<file path="src/rtl/zxw_alu_blogic.sv">
// ZXW ALU bitwise logic unit: XOR/OR/AND/NOT-A selected by {fs2,fs1}, one-clock registered result.
// Optional registered zero/ones result flags are built when BLOGIC_FLAGS_EN is defined.
module zxw_alu_blogic #(
  parameter int WIDTH = 4
) (
  input  logic             clk,
  input  logic             rst_n,
  input  logic             en,
  input  logic             fs2,
  input  logic             fs1,
  input  logic [WIDTH-1:0] A,
  input  logic [WIDTH-1:0] B,
  output logic [WIDTH-1:0] fun,
  output logic             fun_valid
`ifdef BLOGIC_FLAGS_EN
  ,
  output logic             zero_flag,
  output logic             ones_flag
`endif
);

  logic [WIDTH-1:0] nxt;
  logic [WIDTH-1:0] fun_q, fun_d;
  logic             valid_q;

  // Each result bit depends only on bit gi of A and B; no cross-bit path exists.
  generate
    for (genvar gi = 0; gi < WIDTH; gi++) begin : g_bit
      always_comb begin
        unique case ({fs2, fs1})
          2'b00:   nxt[gi] = A[gi] ^ B[gi];
          2'b01:   nxt[gi] = A[gi] | B[gi];
          2'b10:   nxt[gi] = A[gi] & B[gi];
          default: nxt[gi] = ~A[gi];
        endcase
      end
    end
  endgenerate

  assign fun_d = en ? nxt : fun_q;

  always_ff @(posedge clk or negedge rst_n) begin
    if (!rst_n) begin
      fun_q   <= '0;
      valid_q <= 1'b0;
    end else begin
      fun_q   <= fun_d;
      valid_q <= en;
    end
  end

  assign fun       = fun_q;
  assign fun_valid = valid_q;

`ifdef BLOGIC_FLAGS_EN
  logic zero_q, zero_d;
  logic ones_q, ones_d;

  assign zero_d = en ? (nxt == '0) : zero_q;
  assign ones_d = en ? (&nxt)      : ones_q;

  always_ff @(posedge clk or negedge rst_n) begin
    if (!rst_n) begin
      zero_q <= 1'b0;
      ones_q <= 1'b0;
    end else begin
      zero_q <= zero_d;
      ones_q <= ones_d;
    end
  end

  assign zero_flag = zero_q;
  assign ones_flag = ones_q;
`endif

endmodule

</file>
<file path="config.mk">
export PLATFORM = sky130hd
export DESIGN_NAME = zxw_alu_blogic
export DESIGN_NICKNAME = d
export VERILOG_FILES = /design/src/rtl/zxw_alu_blogic.sv
export SDC_FILE = /design/constraint.sdc
export NUM_CORES = 1
export LEC_CHECK = 0
export CAP_MARGIN = 20
export CELL_PAD_IN_SITES_DETAIL_PLACEMENT = 1
export CELL_PAD_IN_SITES_GLOBAL_PLACEMENT = 1
export CORE_MARGIN = 2
export CORE_UTILIZATION = 30
export DETAILED_ROUTE_END_ITERATION = 12
export PLACE_DENSITY = 0.8
export SLEW_MARGIN = 0
export SYNTH_ARGS = -nofsm -noshare
export SYNTH_HDL_FRONTEND = slang
export SYNTH_SLANG_ARGS = --single-unit
</file>
<file path="constraint.sdc">
create_clock -name clk -period 1.35 [get_ports clk]
set_clock_uncertainty 0.1 [all_clocks]
set_input_delay 0.27 -clock clk [delete_from_list [all_inputs] [get_ports clk]]
set_output_delay 0.27 -clock clk [all_outputs]
set_load 0.02 [all_outputs]
</file>
Word-level counts from Yosys, hierarchy flattened
Index checks and enable logic that the tools add are counted.

Register bits after elaboration: 5. Input bits: 13. Logic and storage cells: 25.

Equality and inequality tests: 2. Multiplexer cells: 4. Bitwise gates (word level): 16. Reduce and logical (&&, ||, !) cells: 1.

Operators by type and width (count): one-hot mux 1 bit (3 select lines) (4); bitwise AND 1 bit (4); inverter 1 bit (4); OR 1 bit (4); XOR 1 bit (4); equality test 2 x 1 -> 1 bit, second input constant (1); equality test 2 bit, second input constant (1); logical NOT 2 bit (1).

Logic depth before layout (Yosys ltp)
Gate-level depths: netlist of the first run.

Depth after elaboration: 2. Mapped depth: 5. Depth with buffers taken out: 5.

Worst setup path after synthesis of the first run
OpenSTA, ideal clock, no wires.

Path kind: input-to-reg. Start: input A[1]. End: register fun_q[1], in the netlist fun[1]. Setup time: 128 ps. Arrival time: 875 ps. Required time: 1122 ps. Setup slack: 247 ps. Cell stages on the path: 5. Buffers on the path: 0. Path through: inv_1 ha_1 nor2b_1 o21ai_0 nand3_1.

Cells in the longest elaborated chain, start to end: 2. Elaborated cells on any way between the ends: 5. Those cells by class: mux: 1; bitwise: 4.

RTL lines: start, declared (RTL line 11) `input logic [WIDTH-1:0] A,`; bitwise AND 1 bit, or another cell as far along (RTL line 33) `2'b10: nxt[gi] = A[gi] & B[gi];`; one-hot mux 1 bit (3 select lines) (*) (RTL line 30) `unique case ({fs2, fs1})`; end signal, assigned (RTL line 47) `fun_q <= fun_d;`; end, declared (RTL line 23) `logic [WIDTH-1:0] fun_q, fun_d;`.

Every way passes the cells marked *; elsewhere a longest branch is shown, timed or not. A chain may end at the register's enable or synchronous reset.

Worst setup path in the final report of the first run
Start: input B[2]. End: register fun_q[2], in the netlist fun[2].

Cells in the longest elaborated chain, start to end: 2. Elaborated cells on any way between the ends: 4. Those cells by class: mux: 1; bitwise: 3.

RTL lines: start, declared (RTL line 12) `input logic [WIDTH-1:0] B,`; bitwise AND 1 bit, or another cell as far along (RTL line 33); one-hot mux 1 bit (3 select lines) (*) (RTL line 30).

Marks and branches as above.

==> run metrics, run 1 <==
status completed; count of final hold-check violations 0; antenna diode count 0; final net count 98; final wirelength 1060 um; first-pass GRT wire length 1940 um; Power Density 750 nW/um2; CP Class in -> reg; RR Endpoint fun[3]$_DFFE_PN0P_; count of state elements after synthesis 5; total design power 0.000524 W; Final Max Tran Viols 0; Netlist cell types 14; vias 436; CP Max Fanout 2; gr usage total 0.148; top-area cell type share of the netlist area 0.292; # H-tree levels 1; Syn Std Cell Area 428 um2; count of input and output buffers 17; multi-input logic area 256 um2; post-placement cell area 661 um2; sequence of cells on the critical path clkdlybuf4s50_1, inv_1, ha_1, o211ai_1, nand3_1; Leakage 0.411 nW; unrepaired setup endpoints after global routing true; Layout fillers 163; Synth Warn # 0; Avg Cell Area, Syn 8.73 um2; P&R area growth vs syn 63.2%; main area contributors after synthesis dfrtp_1 (29%), ha_1 (23%), o2111ai_1 (8.2%); total nets after synthesis 70; Hold WC Path Type in -> async; CP required 1.37 ns; DRC viols 0; vias in the first global route roughly 490; drt pass-1 iters 2; setup_tns 0 ns; Worst setup EP type register; sequential share of the synthesized area 0.292; Setup Buffers After CTS 0; share of layout cells above drive strength 1 0.158; Final min period 1.33 ns; most frequent cells in the layout inv_1 (8), ha_1 (8), buf_4 (8), dlymetal6s2s_1 (7), nand2_1 (6); Worst EP arrival roughly 1.4 ns; initial antenna violation count 0; drt via density about 4.8; worst r2r src fun[3]$_DFFE_PN0P_; Die Area around 1700 um2; Layout Utilization 0.530; type of origin of the critical path input pin; Clock Path Buffers 2; CTS root buffer clkbuf_4; setup slack, reg-to-reg 0.61 ns; clock latency at the later pin of the worst-skew pair 0.25 ns; wire per inst 11.6 um; num ports 18; CTS tree built; Final setup viols 0; R2R cell count 2; row count 13; Crit path largest cell delay 0.49 ns; Slew headroom 0.833; slowest CP cell clkdlybuf4s50_1; maximum number of pins on one net before global-route repair 10; Num Clock Sinks 5; GRT Residual Overflow 0; Detail Route Antenna Nets 0; Placer Congestion 0.685; maxcap violations 0; core area 1320 um2; total CTS buffers 3; largest area contributor in the netlist dfrtp_1; slew at the pin with the worst max-slew slack between 0.2 and 0.25 ns; sequential cell area 125 um2; Initial Utilization 0.325; fin area 698 um2; Clock transition at path regs 0.05 ns; die height 41.8 um; DR iter-0 viols 1; post-DP HPWL 849 um; CTS Hold Bufs 0; Peak VDD IR 0.339 mV; Achievable Freq about 0.75 GHz; die span in x approximately 42 um; synthesized instance count 49; Tcrit/Tclk final 0.985
-- worst max-delay path: cells and delay by family --
| family | cells | cell delay [ns] |
|---|---|---|
| buffers and inverters | 2 | 0.55 |
| adder cells (fa/ha/maj) | 1 | 0.27 |
| AO/OA/AOI/OAI | 1 | 0.17 |
| AND/OR/NAND/NOR | 1 | 0.09 |
-- logic make-up after synthesis --
kind of cell / count (synthesis) / share of synthesized area
simple gates: 18 / 0.219
buf+inv: 10 / 0.108
compound gates: 8 / 0.146
fa+ha+maj: 8 / 0.234
flops: 5 / 0.292
-- report_power, final --
group,leakage [nW],switching (W),internal (W)
Sequential,0.0602,0.00000830,0.000168
Clock,0.0150,0.0000689,0.000112
Combinational,0.336,0.0000811,0.0000854
-- flip-flops by register name, summed over array words and instances, names as in the netlist --
name and cells:
fun 4, fun_valid 1
-- cells in the mapped netlist (all sizes together) --
master,n
o21ai,1
o211ai,3
dfrtp,5
inv,8
and2b,1
o2111ai,4
nand2,7
ha,8
nand2b,4
buf,2
nor2b,2
nand3,4
-- per-stage QoR --
stage,setup slack [ns],instances,hold WS [ns]
after CTS,0.00710,91,0.151
after global routing,-0.0333,91,0.155
final,0.0201,91,0.152
after global placement,-0.271,87,0.372
after detailed placement,-0.295,87,0.389
after floorplan,0.247,49,-0.126
-- repair_timing --
| item | in CTS | in global routing |
|---|---|---|
| gates resized for setup | 6 | 7 |
| setup endpoints to repair | 6 | 4 |
| pin swaps | 0 | 6 |
-- routing by layer --
metal	global-route usage	vias to the layer above	share of wire
met5	0	-	0
met4	0.0968	0	0
met3	0.0478	0	0.055
met2	0.259	12	0.53
met1	0.147	205	0.41
li1	-	219	-
-- area by class of cell --
cell class	count	share of cell area
Clock buffer	4	0.0376
Inverter	8	0.0430
Multi-Input combinational cell	34	0.367
Sequential cell	5	0.179
Tap cell	15	0.0269
Timing Repair Buffer	25	0.346
-- how the worst max path moves through the flow --
stage	from	to	slack, ns	cells after the start
2_1_floorplan	A[1]	fun[1]$_DFFE_PN0P_	0.25	5
3_3_place_gp	A[1]	fun[1]$_DFFE_PN0P_	-0.27	6
3_5_place_dp	B[1]	fun[1]$_DFFE_PN0P_	-0.29	6
4_1_cts	B[1]	fun[1]$_DFFE_PN0P_	0.007	6
5_1_grt	B[2]	fun[2]$_DFFE_PN0P_	-0.03	5
6_report	B[2]	fun[2]$_DFFE_PN0P_	0.02	5
No activity file was read; power rests on OpenSTA's default activity.
==> run 2, diff against run 1 <==
--- a/config.mk
+++ b/config.mk
@@ -11,7 +11,8 @@
 export CORE_MARGIN = 2
 export CORE_UTILIZATION = 30
 export DETAILED_ROUTE_END_ITERATION = 12
-export PLACE_DENSITY = 0.8
+export PLACE_DENSITY_LB_ADDON = 0.12
+export SKIP_LAST_GASP = 1
 export SLEW_MARGIN = 0
 export SYNTH_ARGS = -nofsm -noshare
 export SYNTH_HDL_FRONTEND = slang
==> run 2 against run 1 <==
Compared with the run above:
- sequential share of layout area fell by 0.25 points
- total power rose by 2.5%
- via count rose by 5.5%
- maximum frequency rose by 2.6%
- sequential power barely moved
- worst hold slack got worse by 0.013 ns
- critical path type is now reg -> out
- critical endpoint is now fun[1]
==> run metrics, run 2 (synthesis gave the netlist of run 1 again) <==
fin area approximately 710 um2; CP Max Fanout 2; Clock transition at path regs 0.05 ns; slew at the pin with the worst max-slew slack 0.230 ns; share of layout cells above drive strength 1 0.179; Peak VDD IR 0.382 mV; drt pass-1 iters 4; first-pass GRT wire length between 1500 and 2000 um; type of origin of the critical path register; Detail Route Antenna Nets 0; clock latency at the later pin of the worst-skew pair roughly 0.24 ns; CTS Hold Bufs 0; CP Class reg -> out; Placer Congestion 0.667; antenna diode count 0; DR iter-0 viols 2; total CTS buffers 3; Achievable Freq 0.772 GHz; Worst EP arrival between 0.9 and 1 ns; gr usage total 0.145; Clock Path Buffers 2; setup_tns 0 ns; maxcap violations 0; initial antenna violation count 0; # H-tree levels 1; post-placement cell area 676 um2; Layout Utilization 0.538; row count 13; hold slack 0.139 ns; Power Density between 700 and 800 nW/um2; drt via density 4.95; Hold WC Path Type in -> async; GRT Residual Overflow 0; Setup Buffers After CTS 0; Leakage 0.391 nW; CP required 0.98 ns; unrepaired setup endpoints after global routing false; num ports 18; vias in the first global route between 400 and 500; final net count 100; maximum number of pins on one net before global-route repair 8; Layout fillers 160; DRC viols 0; CTS tree built; CTS root buffer clkbuf_4; Worst setup EP type primary output; worst r2r src fun[2]$_DFFE_PN0P_; most common cell after layout, fill and taps aside buf_4; final wirelength 1080 um; number of flip-flops in the largest register 4; wire per inst 11.6 um; Tcrit/Tclk final 0.960; vias between 400 and 500; Bufs and invs on worst path 1; count of input and output buffers 17; P&R area growth vs syn 65.5%; CP top delay family flip-flops; die span in x 41.8 um; multi-input logic area 256 um2; Final setup viols 0; Num Clock Sinks 5; Slew headroom 0.846; Final min period approximately 1.3 ns; Worst Setup SP fun[1]$_DFFE_PN0P_; status completed; die height 41.8 um; Die Area 1740 um2; sequence of cells on the critical path clkdlybuf4s15_1; Final Max Tran Viols 0; Initial Utilization 0.325; Crit path largest cell delay 0.39 ns; post-DP HPWL 916 um; sequential cell area roughly 130 um2; count of final hold-check violations 0; slowest CP cell dfrtp_1; core area 1320 um2; most frequent cells in the layout buf_4 (10), inv_1 (8), ha_1 (8), nand2_1 (6), clkdlybuf4s50_1 (6)
## run 2: cell count changes in the layout (fill, tap and decap cells not counted), sizes merged
| cell | change |
|---|---|
| buf | +2 |
| dlygate4sd2 | -2 |
| clkdlybuf4s50 | +1 |
| clkdlybuf4s15 | +4 |
| dlymetal6s2s | -3 |
## run 2: metrics by stage
| step | power [W] | setup WS (ns) | std cells |
|---|---|---|---|
| 2_1_floorplan | 0.000254 | 0.247 | 49 |
| 3_3_place_gp | 0.000362 | -0.276 | 89 |
| 3_5_place_dp | 0.000370 | -0.311 | 89 |
| 4_1_cts | 0.000541 | 0.0144 | 93 |
| 5_1_grt | 0.000579 | 0.0176 | 93 |
| 6_report | 0.000537 | 0.0542 | 93 |
## run 2: worst register-to-register path, delay by kind of cell (launching register included)
| kind | cells | cell delay (ns) |
|---|---|---|
| AND/OR/NAND/NOR | 2 | 0.15 |
| flip-flops | 1 | 0.38 |
## run 2: per-layer routing
layer | vias up | track usage | wire length, um
met3 | 2 | 0.0696 | 88
li1 | 224 | - | -
met5 | - | 0 | 0
met2 | 21 | 0.250 | 525
met1 | 213 | 0.150 | 450
met4 | 0 | 0.0581 | 17
## run 2: what timing repair did
item,in CTS,in global routing
gates resized for setup,8,8
endpoints found under the setup margin,7,6
pin swaps,2,4
## run 2: final cells by class
type	instances	share of cell area
Inverter	8	0.0424
Multi-Input combinational cell	34	0.362
Tap cell	15	0.0265
Clock buffer	4	0.0371
Timing Repair Buffer	27	0.355
Sequential cell	5	0.177
## run 2: path summary, 6_finish.rpt
kind	slack [ns]	to	cells past startpoint
worst max-delay path	0.05	fun[1]	1
worst min-delay path	0.14	fun_valid$_DFF_PN0_	1
worst max register to register	0.59	fun[2]$_DFFE_PN0P_	2
worst min register to register	0.42	fun[1]$_DFFE_PN0P_	2
max in group asynchronous	0.81	fun[2]$_DFFE_PN0P_	1
min in group clk	0.41	fun[0]$_DFFE_PN0P_	5
## run 2: report_power, final
part           internal (W)  leakage (nW)  switching, W
Combinational     0.0000918         0.316     0.0000824
Clock              0.000112        0.0150     0.0000721
Sequential         0.000168        0.0602     0.0000101
